**src/rtl/masku_result_accumulator.sv**
```systemverilog
// Mask-unit result accumulator: ORs per-beat compressed compare bits into one
// DW-bit mask word, reports the running bit offset back to the operand stage,
// and hands each full or final word to the VRF write path.
//
// Ports:
//   clk_i, rst_ni        clock, synchronous active-low reset
//   start_valid_i/ready  new mask-producing instruction (accepted in IDLE)
//   vl_i, vsew_i         vector length (elements), element width (0=EW8..3=EW64)
//   beat_valid_i/ready   compressed beat handshake (ready in ACCUM)
//   alu_cmp_i, bit_en_i  compressed compare bits and per-bit enables
//   vrf_pnt_o            bit offset of the next beat inside the current word
//   result_valid_i/ready mask word handshake (valid in FLUSH)
//   result_o, result_last_o  accumulated word, final-word flag
//   busy_o               instruction in flight
module masku_result_accumulator #(
  parameter int unsigned NrLanes = 4,
  parameter int unsigned VLEN    = 4096,
  localparam int unsigned ELEN   = 64,
  localparam int unsigned DW     = NrLanes * ELEN,
  localparam int unsigned VlW    = $clog2(VLEN) + 1,
  localparam int unsigned PntW   = $clog2(DW) + 1
) (
  input  logic            clk_i,
  input  logic            rst_ni,
  input  logic            start_valid_i,
  output logic            start_ready_o,
  input  logic [VlW-1:0]  vl_i,
  input  logic [1:0]      vsew_i,
  input  logic            beat_valid_i,
  output logic            beat_ready_o,
  input  logic [DW-1:0]   alu_cmp_i,
  input  logic [DW-1:0]   bit_en_i,
  output logic [PntW-1:0] vrf_pnt_o,
  output logic            result_valid_o,
  input  logic            result_ready_i,
  output logic [DW-1:0]   result_o,
  output logic            result_last_o,
  output logic            busy_o
);

  typedef enum logic [1:0] {
    IDLE  = 2'd0,
    ACCUM = 2'd1,
    FLUSH = 2'd2
  } state_e;

  state_e          state_q, state_d;
  logic [DW-1:0]   acc_q, acc_d;
  logic [PntW-1:0] pnt_q, pnt_d;
  logic [VlW-1:0]  rem_q, rem_d;
  logic [1:0]      vsew_q, vsew_d;

  logic            start_ready_q, beat_ready_q, valid_q, last_q, busy_q;

  logic [VlW-1:0]  epb;
  logic [VlW-1:0]  n_elem;
  logic [VlW-1:0]  pnt_sum;
  logic [VlW-1:0]  rem_next;

  // Elements consumed by one beat, clipped so remaining cannot underflow.
  always_comb begin
    epb      = VlW'(DW / 8) >> vsew_q;
    n_elem   = (rem_q < epb) ? rem_q : epb;
    pnt_sum  = VlW'(pnt_q) + n_elem;
    rem_next = rem_q - n_elem;
  end

  // Next-state and datapath update.
  always_comb begin
    state_d = state_q;
    acc_d   = acc_q;
    pnt_d   = pnt_q;
    rem_d   = rem_q;
    vsew_d  = vsew_q;
    unique case (state_q)
      IDLE: begin
        if (start_valid_i) begin
          rem_d  = vl_i;
          acc_d  = '0;
          pnt_d  = '0;
          vsew_d = vsew_i;
          if (vl_i != '0) state_d = ACCUM;
        end
      end
      ACCUM: begin
        if (beat_valid_i) begin
          acc_d = acc_q | (alu_cmp_i & bit_en_i);
          pnt_d = PntW'(pnt_sum);
          rem_d = rem_next;
          // Word is full, or the instruction has no more elements.
          if (pnt_sum == VlW'(DW) || rem_next == '0) state_d = FLUSH;
        end
      end
      FLUSH: begin
        if (result_ready_i) begin
          acc_d   = '0;
          pnt_d   = '0;
          state_d = (rem_q == '0) ? IDLE : ACCUM;
        end
      end
      default: state_d = IDLE;
    endcase
  end

  // State, datapath and handshake registers; handshakes track the next state
  // so they line up with the state they describe.
  always_ff @(posedge clk_i) begin
    if (!rst_ni) begin
      state_q       <= IDLE;
      acc_q         <= '0;
      pnt_q         <= '0;
      rem_q         <= '0;
      vsew_q        <= '0;
      start_ready_q <= 1'b1;
      beat_ready_q  <= 1'b0;
      valid_q       <= 1'b0;
      last_q        <= 1'b0;
      busy_q        <= 1'b0;
    end else begin
      state_q       <= state_d;
      acc_q         <= acc_d;
      pnt_q         <= pnt_d;
      rem_q         <= rem_d;
      vsew_q        <= vsew_d;
      start_ready_q <= (state_d == IDLE);
      beat_ready_q  <= (state_d == ACCUM);
      valid_q       <= (state_d == FLUSH);
      last_q        <= (state_d == FLUSH) && (rem_d == '0);
      busy_q        <= (state_d != IDLE);
    end
  end

  assign start_ready_o  = start_ready_q;
  assign beat_ready_o   = beat_ready_q;
  assign result_valid_o = valid_q;
  assign result_last_o  = last_q;
  assign busy_o         = busy_q;
  assign result_o       = acc_q;
  assign vrf_pnt_o      = pnt_q;

endmodule

```
**config.mk**
```make
export PLATFORM = sky130hd
export DESIGN_NAME = masku_result_accumulator
export DESIGN_NICKNAME = d
export VERILOG_FILES = /design/src/rtl/masku_result_accumulator.sv
export SDC_FILE = /design/constraint.sdc
export NUM_CORES = 1
export LEC_CHECK = 0
export ABC_CLOCK_PERIOD_IN_PS = 4300
export CELL_PAD_IN_SITES_DETAIL_PLACEMENT = 2
export CELL_PAD_IN_SITES_GLOBAL_PLACEMENT = 2
export CORE_AREA = 2 2 316 318
export CTS_BUF_LIST = sky130_fd_sc_hd__clkbuf_16
export DETAILED_ROUTE_END_ITERATION = 12
export DIE_AREA = 0 0 318 320
export PLACE_DENSITY_LB_ADDON = 0.1
export SLEW_MARGIN = 20
export SYNTH_ARGS = -nofsm -noshare
export SYNTH_HDL_FRONTEND = slang
export SYNTH_SLANG_ARGS = --single-unit
```
**constraint.sdc**
```tcl
create_clock -name clk_i -period 4.3 [get_ports clk_i]
set_input_delay 0.43 -clock clk_i [delete_from_list [all_inputs] [get_ports clk_i]]
set_output_delay 0.43 -clock clk_i [all_outputs]
set_load 0.05 [all_outputs]
```
* Yosys cells after proc, flatten, opt, wreduce, memory -nomap -nowiden
Index checks and enable logic that the tools add are counted.
** Storage, ports and cells
- Flip-flop bits (word level) :: 287
- Logic and storage cells :: 55
- Output and inout port bits :: 270
- Input port bits :: 532
** Operators by class
- Muxes and demuxes :: 19
- Bitwise logic cells :: 2
- Equal/unequal tests :: 8
- Shift operators :: 1
- $add $sub $neg :: 2
- Order comparisons :: 1
- Reduce and logical (&&, ||, !) cells :: 12
** Operators with widths (count)
- $mux W256 :: 3
- $pmux W256 S3 :: 1
- $and A256 B256 Y256 :: 1
- $or A256 B256 Y256 :: 1
- $logic_not A13 Y1 :: 3
- $mux W13 :: 3
- $mux W9 :: 3
- $pmux W9 S3 :: 1
- $pmux W13 S2 :: 1
- $add A9 B13 Y13 :: 1
- $eq A13 B9 Y1 const B :: 1
- $lt A13 B13 Y1 :: 1
- $reduce_bool A13 Y1 :: 1
- $shr A6 B2 Y13 const A :: 1
- $sub A13 B13 Y13 :: 1
- $mux W2 :: 5
- $ne A2 B2 Y1 const B :: 3
- $pmux W2 S3 :: 1
- $eq A2 B1 Y1 const B :: 2
- $eq A2 B2 Y1 const B :: 2
- $logic_not A2 Y1 :: 2
- $reduce_and A4 Y1 :: 1
- $reduce_bool A3 Y1 :: 1
- $reduce_and A2 Y1 :: 1
- 4 further kinds :: 4

* Longest topological paths before layout
Gate-level depths: netlist of the first run.
- Depth after elaboration :: 11
- Depth in mapped cells :: 19
- Gate-level depth less buffers :: 18

* Worst setup path after synthesis of the first run
OpenSTA, ideal clock, no wires.
- Path type :: register to register
- Start :: register vsew_q[0]
- End :: register last_q, in the netlist result_last_o
- Period minus slack after synthesis :: 3.928 ns
- Cell stages (with the launch flop) :: 18
- Arrival time :: 3.840 ns
- Library setup time :: 0.088 ns
- Path slack :: 0.372 ns
- Required time :: 4.212 ns
- Path buffers :: 1
- Cells stage by stage :: dfxtp_1 nor2b_1 inv_1 ha_1 a21oi_1 nand2_1 a211oi_2 clkbuf_1 and2_1 ha_1 inv_1 fa_1 xnor2_1 or4b_1 a2111oi_4 o2bb2ai_2 a21oi_2 nor4_2
** On the way
- Longest elaborated chain between the ends :: 11
- Elaborated cells between the ends (all ways) :: 16
- Those cells by class :: add/sub: 2; order compare: 1; eq/ne: 2; shift: 1; mux: 6; reduce/logical: 4
** RTL lines
- start: declaration :: line 51 : logic [1:0] vsew_q, vsew_d;
- start signal: assignment :: line 124 : vsew_q <= vsew_d;
- $shr A6 B2 Y13 * :: line 62 : epb = VlW'(DW / 8) >> vsew_q;
- $lt A13 B13 Y1 :: line 63 : n_elem = (rem_q < epb) ? rem_q : epb;
- $mux W13 * :: line 63
- $add A9 B13 Y13 or $sub A13 B13 Y13 (tied branches) :: line 64, 65
- $eq A13 B9 Y1 or $logic_not A13 Y1 (tied branches) :: line 91 : if (pnt_sum == VlW'(DW) || rem_next == '0) state_d = FLUSH;
- $logic_or A1 B1 Y1 :: line 91
- $mux W2 :: line 91
- $mux W2 :: line 86 : if (beat_valid_i) begin
- $pmux W2 S3 :: line 75 : unique case (state_q)
- $eq A2 B2 Y1 :: line 128 : last_q <= (state_d == FLUSH) && (rem_d == '0);
- $logic_and A1 B1 Y1 * :: line 128
- end signal: assignment :: line 128
- end: declaration :: line 53 : logic start_ready_q, beat_ready_q, valid_q, last_q, busy_q;
Every way passes the cells marked *; elsewhere a longest branch is shown, timed or not.
A chain may end at the register's enable or synchronous reset.

* Worst setup path after layout of the first run
- Start :: register rem_q[7]
- End :: register busy_q, in the netlist busy_o
** On the way
- Longest elaborated chain between the ends :: 9
- Elaborated cells between the ends (all ways) :: 14
- Those cells by class :: add/sub: 2; order compare: 1; eq/ne: 1; mux: 6; reduce/logical: 4
** RTL lines
- start: declaration :: line 50 : logic [VlW-1:0] rem_q, rem_d;
- start signal: assignment :: line 123 : rem_q <= rem_d;
- $lt A13 B13 Y1 :: line 63
- $mux W13 :: line 63
- $add A9 B13 Y13 or $sub A13 B13 Y13 (tied branches) :: line 64, 65
- $eq A13 B9 Y1 or $logic_not A13 Y1 (tied branches) :: line 91
- $logic_or A1 B1 Y1 :: line 91
- $mux W2 :: line 91
- $mux W2 :: line 86
- $pmux W2 S3 * :: line 75
- $reduce_bool A2 Y1 * :: line 129 : busy_q <= (state_d != IDLE);
- end signal: assignment :: line 129
- end: declaration :: line 53
Marked as above.

==> results of run 1 <==
==> path summary, 6_finish.rpt <==
check	from	end	slack [ns]	cells past startpoint
worst min-delay path	vsew_i[0]	vsew_q[0]	0.39	3
worst min register to register	result_o[52]	result_o[52]	0.46	2
worst max register to register	rem_q[7]	busy_o	0.26	13
worst max-delay path	rem_q[7]	busy_o	0.26	13
==> kinds of logic (layout without fill, tap and decap cells) <==
group | Yosys count | in the layout | share of synthesized area (%)
buffers and inverters | 85 | 918 | 3.282
flip-flops | 287 | 287 | 55.61
adder cells (fa/ha/maj) | 20 | 20 | 2.495
other | 2 | 16 | 0.07268
AO/OA/AOI/OAI | 350 | 350 | 22.28
XOR/XNOR | 7 | 7 | 0.5934
multiplexers | 3 | 3 | 0.3148
AND/OR/NAND/NOR | 376 | 376 | 15.35
==> layer usage <==
metal  part of all wire, %  up-vias  global-route usage (%)
met5                  0.13        -                       0
met4                   2.2       16                   3.397
met3                   8.0      104                   5.845
met2                    54      419                   28.49
met1                    36     5936                   14.73
li1                      -     5741                       -
==> where the power goes <==
part | switching, uW | leakage (uW) | internal [uW] | total, uW
clock network | 1470 | 0.000669 | 1950 | 3420
logic | 1040 | 0.00452 | 891 | 1930
registers | 87.3 | 0.00233 | 2780 | 2870
total | 2590 | 0.00752 | 5620 | 8220
==> state kept, by name, summed over array words and instances, names as in the netlist <==
signal,count
result_valid_o,1
start_ready_o,1
result_o,256
rem_q,13
beat_ready_o,1
vsew_q,2
state_q,2
result_last_o,1
busy_o,1
vrf_pnt_o,9
==> through the flow <==
stage                     hold slack (ns)  instance area (um2)  setup WS, ns  util [%]  instances
final                              0.3882                21370        0.2640     21.80       3264
after detailed placement           0.4583                19960      -0.03324     20.37       3176
after global placement             0.4486                19960      0.009239     20.37       3176
after floorplan                    0.4830                10340        0.3724         -       1133
after CTS                          0.3280                21260       0.03937     21.70       3251
after global routing               0.3730                21340      -0.01483     21.78       3254
==> layout make-up <==
| class | count | area [um2] |
|---|---|---|
| multi-input cells | 761 | 4338 |
| repair buffers | 827 | 8292 |
| flip-flops and latches | 287 | 5747 |
| inverters | 16 | 60.06 |
| well taps | 1287 | 1610 |
| fillers | 11030 | 76620 |
| diodes | 11 | 27.53 |
| clock inverters | 31 | 190.2 |
| clock buffers | 44 | 1101 |
==> placed cells by master, fill, tap and decap left out, types with 3 or more instances in the layout <==
| master | instances |
|---|---|
| nor3_1 | 5 |
| a31oi_1 | 260 |
| ha_1 | 16 |
| nand2_1 | 22 |
| ha_2 | 3 |
| nor4_1 | 8 |
| nand4_1 | 4 |
| o21a_1 | 5 |
| conb_1 | 5 |
| a22o_1 | 3 |
| a21oi_1 | 14 |
| nor2_1 | 294 |
| and2_1 | 8 |
| diode_2 | 11 |
| buf_12 | 6 |
| dfxtp_1 | 286 |
| nand2b_1 | 5 |
| inv_1 | 25 |
| o21ai_0 | 9 |
| clkinv_1 | 14 |
| a21oi_2 | 3 |
| clkbuf_16 | 44 |
| xnor2_1 | 5 |
| nand3_1 | 4 |
| buf_4 | 19 |
| nor2b_1 | 4 |
| o21ai_1 | 8 |
| a22oi_1 | 11 |
| clkdlybuf4s50_1 | 801 |
| a222oi_1 | 4 |
| clkinv_2 | 3 |
| o21ai_2 | 3 |
==> worst max-delay path: stages, from the launching register on <==
cell and delay (ns):
dfxtp_1 0.39, nor3_1 0.43, nand2_1 0.21, a211oi_2 0.30
and2_1 0.17, ha_1 0.18, inv_1 0.07, fa_1 0.42
xnor2_1 0.16, or4b_4 0.51, a2111oi_4 0.47, o2bb2ai_4 0.20
a31oi_1 0.14, o21bai_1 0.22
==> timing repair <==
action	CTS	global route
gates cloned	0	0
gates resized for setup	1	14
buffers inserted	0	2
endpoints found under the setup margin	1	6
pin swaps	0	7
==> impl_metrics.tcl, run 1 <==
set metrics [dict create \
    min_period_ns 4.036 \
    coreArea_um2 97990 \
    powerDensity_nw_per_um2 384.6 \
    h-tree-depth 2 \
    grt_pass1_vias 13750 \
    ys_ff_latch 287 \
    hold_viol_final 0 \
    grt_usage_pct 14.79 \
    clk_pin_slew_ns 0.06 \
    p_leak_uw 0.007524 \
    syn_inst 1130 \
    ys_types 70 \
    async_flop_share_pct 0 \
    fin_skew_ns 0.02474 \
    cts_tree "yes" \
    fmax_ghz 0.2478 \
    drtIter0Drc 386 \
    finalPower_uw 8218 \
    cts_root_buf "clkbuf_16" \
    start_util_pct 10.54 \
    cts.sinks 287 \
    final.period_utilization_pct 93.86 \
    io_buffers 801 \
    synth_ff_type "dfxtp_1" \
    status "complete, no violations" \
    row_count 115 \
    worst-path-max-fanout 7 \
    vias_per_cell 3.743 \
    maxCapViolCount 0 \
    drive_above_1_share_pct 5.493 \
    area_growth_pct 106.8 \
    drc_errors 0 \
    holdBufCountCts 0 \
    fin_nets 2488 \
    hpwl_um 63300 \
    yosysMostFrequentCell "nor2_1" \
    grt_pass1_wl_um 107500 \
    die_h_um 320 \
    crit_required_ns 4.75 \
    vias 12220 \
    hp-class "input port to flop" \
    synthTopCellsByArea "dfxtp_1 (56%), a31oi_1 (16%), nor2_1 (11%), ha_1 (2.3%), clkbuf_1 (2.2%)" \
    setup_violations 0 \
    cp-end-kind "flop" \
    wl_per_cell_um 24.05 \
    cp.arrival_ns 4.49 \
    synth_top_cells_by_count "nor2_1 (294), dfxtp_1 (287), a31oi_1 (260)" \
    yosysSeqAreaShare_pct 55.61 \
    worstSetupPathType "flop to flop" \
    maxSlewViolCount 0 \
    ir_drop_uv 230.4 \
    insertion_delay_ns 0.60 \
    yosys.area.top_type "dfxtp_1" \
    antenna_found_initial 23 \
    yosysTopAreaCellShare_pct 55.61 \
    grt_max_degree 117 \
    synth_edf_count 0 \
    yosysWarnings 0 \
    avgSynthCellArea_um2 9.144 \
    mappedNetlistArea_um2 10330 \
    clockBufferDepth 3 \
    cts_buffers 43 \
    crit_path_start_kind "flop" \
    tns_ns 0 \
    ioPinCount 802 \
    dieWidth_um 318 \
    dr.pass1.iters 4 \
    slew_headroom_pct 31.59 \
    worst_pin_slew_ns 1.025 \
    place_congestion 0.7729 \
    antenna_left 0 \
    dieArea_um2 101800 \
    grt.overflow.total 0 \
    routed_wl_um 78500 \
]
Note: power is estimated with default switching activity, not from simulation.
==> inputs of run 2 (changes only) <==
==> constraint.sdc (replaced) <==
create_clock -name clk_i -period 4.3 [get_ports clk_i]
set_input_delay 0.43 -clock clk_i [delete_from_list [all_inputs] [get_ports clk_i]]
set_output_delay 0.43 -clock clk_i [all_outputs]
set_load 0.1 [all_outputs]
==> run 2 against run 1 <==
Against the previous run:
- cell count increased by 0.12%
- wire length decreased by 0.30%
- core utilization increased by 0.087 points
- die area unchanged
- sequential power about the same
- clock power increased by 7.0%
- worst setup slack improved by 0.033 ns
- critical path type unchanged
- register-to-register slack improved by 0.03 ns
- fmax increased by 0.82%
- count of clock-buffer cells in the layout decreased by 1
- power increased by 7.5%
==> impl_metrics.tcl, run 2 (synthesis gave the netlist of run 1 again) <==
set metrics [dict create \
    status "complete, no violations" \
    fin_skew_ns 0.01048 \
    grt_pass1_vias 13840 \
    clockBufferDepth 3 \
    grt_max_degree 117 \
    multi_input_area_um2 4345 \
    utilization_pct 21.89 \
    cp.arrival_ns 4.44 \
    drtIter0Drc 417 \
    hpwl_um 63170 \
    io_buffers 801 \
    h-tree-depth 2 \
    grt_usage_pct 14.83 \
    cts_tree "yes" \
    rsz0062_at_grt "false" \
    hold_viol_final 0 \
    crit_required_ns 4.73 \
    ioPinCount 802 \
    worst_pin_slew_ns 1.154 \
    die_h_um 320 \
    hp-class "input port to flop" \
    vias_per_cell 3.754 \
    fmax_ghz 0.2498 \
    slew_headroom_pct 22.84 \
    drc_errors 0 \
    grt_pass1_wl_um 108000 \
    holdBufCountCts 0 \
    maxCapViolCount 0 \
    min_period_ns 4.003 \
    insertion_delay_ns 0.59 \
    layout_commonest_cell "clkdlybuf4s50_1" \
    slowest_delay_ns 0.49 \
    final_area_um2 21450 \
    drive_above_1_share_pct 6.457 \
    dr.pass1.iters 4 \
    crit_chain "nor2b_1 -> inv_1 -> ha_1 -> a21oi_1 -> nand2_1 -> a211oi_2 -> buf_6 -> nand2_1 -> o21ai_1 -> ha_1 -> nand2b_1 -> a21oi_4 -> o21ai_1 -> or3b_4 -> a2111oi_4 -> o2bb2ai_4 -> a31oi_1 -> o21bai_1" \
    cp-end-kind "flop" \
    wl_per_cell_um 23.95 \
    ir_drop_uv 212.8 \
    route.met2.wl_um 42920 \
    most-common-layout-cells "clkdlybuf4s50_1 (788), nor2_1 (294), dfxtp_1 (286)" \
    antenna_left 0 \
    powerDensity_nw_per_um2 411.7 \
    dieWidth_um 318 \
    nFillCells 11040 \
    place_congestion 0.7729 \
    worst-path-max-fanout 10 \
    setup_violations 0 \
    clk_pin_slew_ns 0.06 \
    vias 12270 \
    p_leak_uw 0.007601 \
    cts.sinks 287 \
    worstSetupPathType "flop to flop" \
    largest_reg_flops 256 \
    maxSlewViolCount 0 \
    final.period_utilization_pct 93.09 \
    placed_area_um2 19930 \
    cts_root_buf "clkbuf_16" \
    crit_path_start_kind "flop" \
    cts_buffers 42 \
    regArea_um2 5747 \
    routed_wl_um 78260 \
    row_count 115 \
    tns_ns 0 \
    start_util_pct 10.54 \
    grt.overflow.total 0 \
    wl_met3_um 6674 \
    highest_layer "met5" \
    drt-met1-wl_um 27340 \
    cpMaxStageDelayCell "a2111oi_4" \
    dieArea_um2 101800 \
    area_growth_pct 107.6 \
    fin_nets 2488 \
    coreArea_um2 97990 \
    antenna_found_initial 25 \
]
==> run 2: metrics by stage <==
step	hold WS [ns]	std cells	worst slack, ns	total power [uW]
after global routing	0.3864	3254	0.01617	9294
final	0.4125	3268	0.2970	8832
after floorplan	0.4830	1133	0.3699	4200
after CTS	0.3427	3251	0.05211	9048
after detailed placement	0.4568	3176	-0.01621	5229
after global placement	0.4474	3176	0.008183	5214
==> run 2: worst max-delay path, delay by kind of cell (launching register included) <==
kind | cells | cell delay [ns]
buf+inv | 2 | 0.26
flops | 1 | 0.35
compound gates | 9 | 1.77
simple gates | 5 | 0.87
fa+ha+maj | 2 | 0.61
==> run 2: repair_timing <==
action / in CTS / in global routing
setup buffers: 0 / 3
pin swaps: 0 / 4
setup endpoints to repair: 1 / 7
gates resized for setup: 1 / 15
==> run 2: area by class of cell <==
cell class              instances  share of cell area [%]
diodes                         14                  0.1633
clock buffers                  43                   5.016
clock inverters                32                   1.470
inverters                      16                  0.2800
multi-input cells             761                   20.26
flip-flops and latches        287                   26.79
well taps                    1287                   7.507
repair buffers                828                   38.51
==> run 2: worst paths after layout <==
check           startpoint       endpoint  slack [ns]  cells after the start
min reg2reg  result_o[171]  result_o[171]        0.47                      2
min              vsew_i[1]      vsew_q[1]        0.41                      3
max              vsew_q[0]         busy_o        0.30                     18
max reg2reg      vsew_q[0]         busy_o        0.30                     18
==> run 2: power breakdown <==
| group | switching, uW | internal (uW) |
|---|---|---|
| clock | 1440 | 2220 |
| combinational | 1420 | 892 |
| sequential | 87.3 | 2780 |
==> run 2: routing by layer <==
| metal | up-vias | track usage (%) |
|---|---|---|
| met2 | 427 | 29.07 |
| met5 | - | 0 |
| met4 | 20 | 2.730 |
| met3 | 91 | 6.047 |
| li1 | 5746 | - |
| met1 | 5985 | 14.49 |
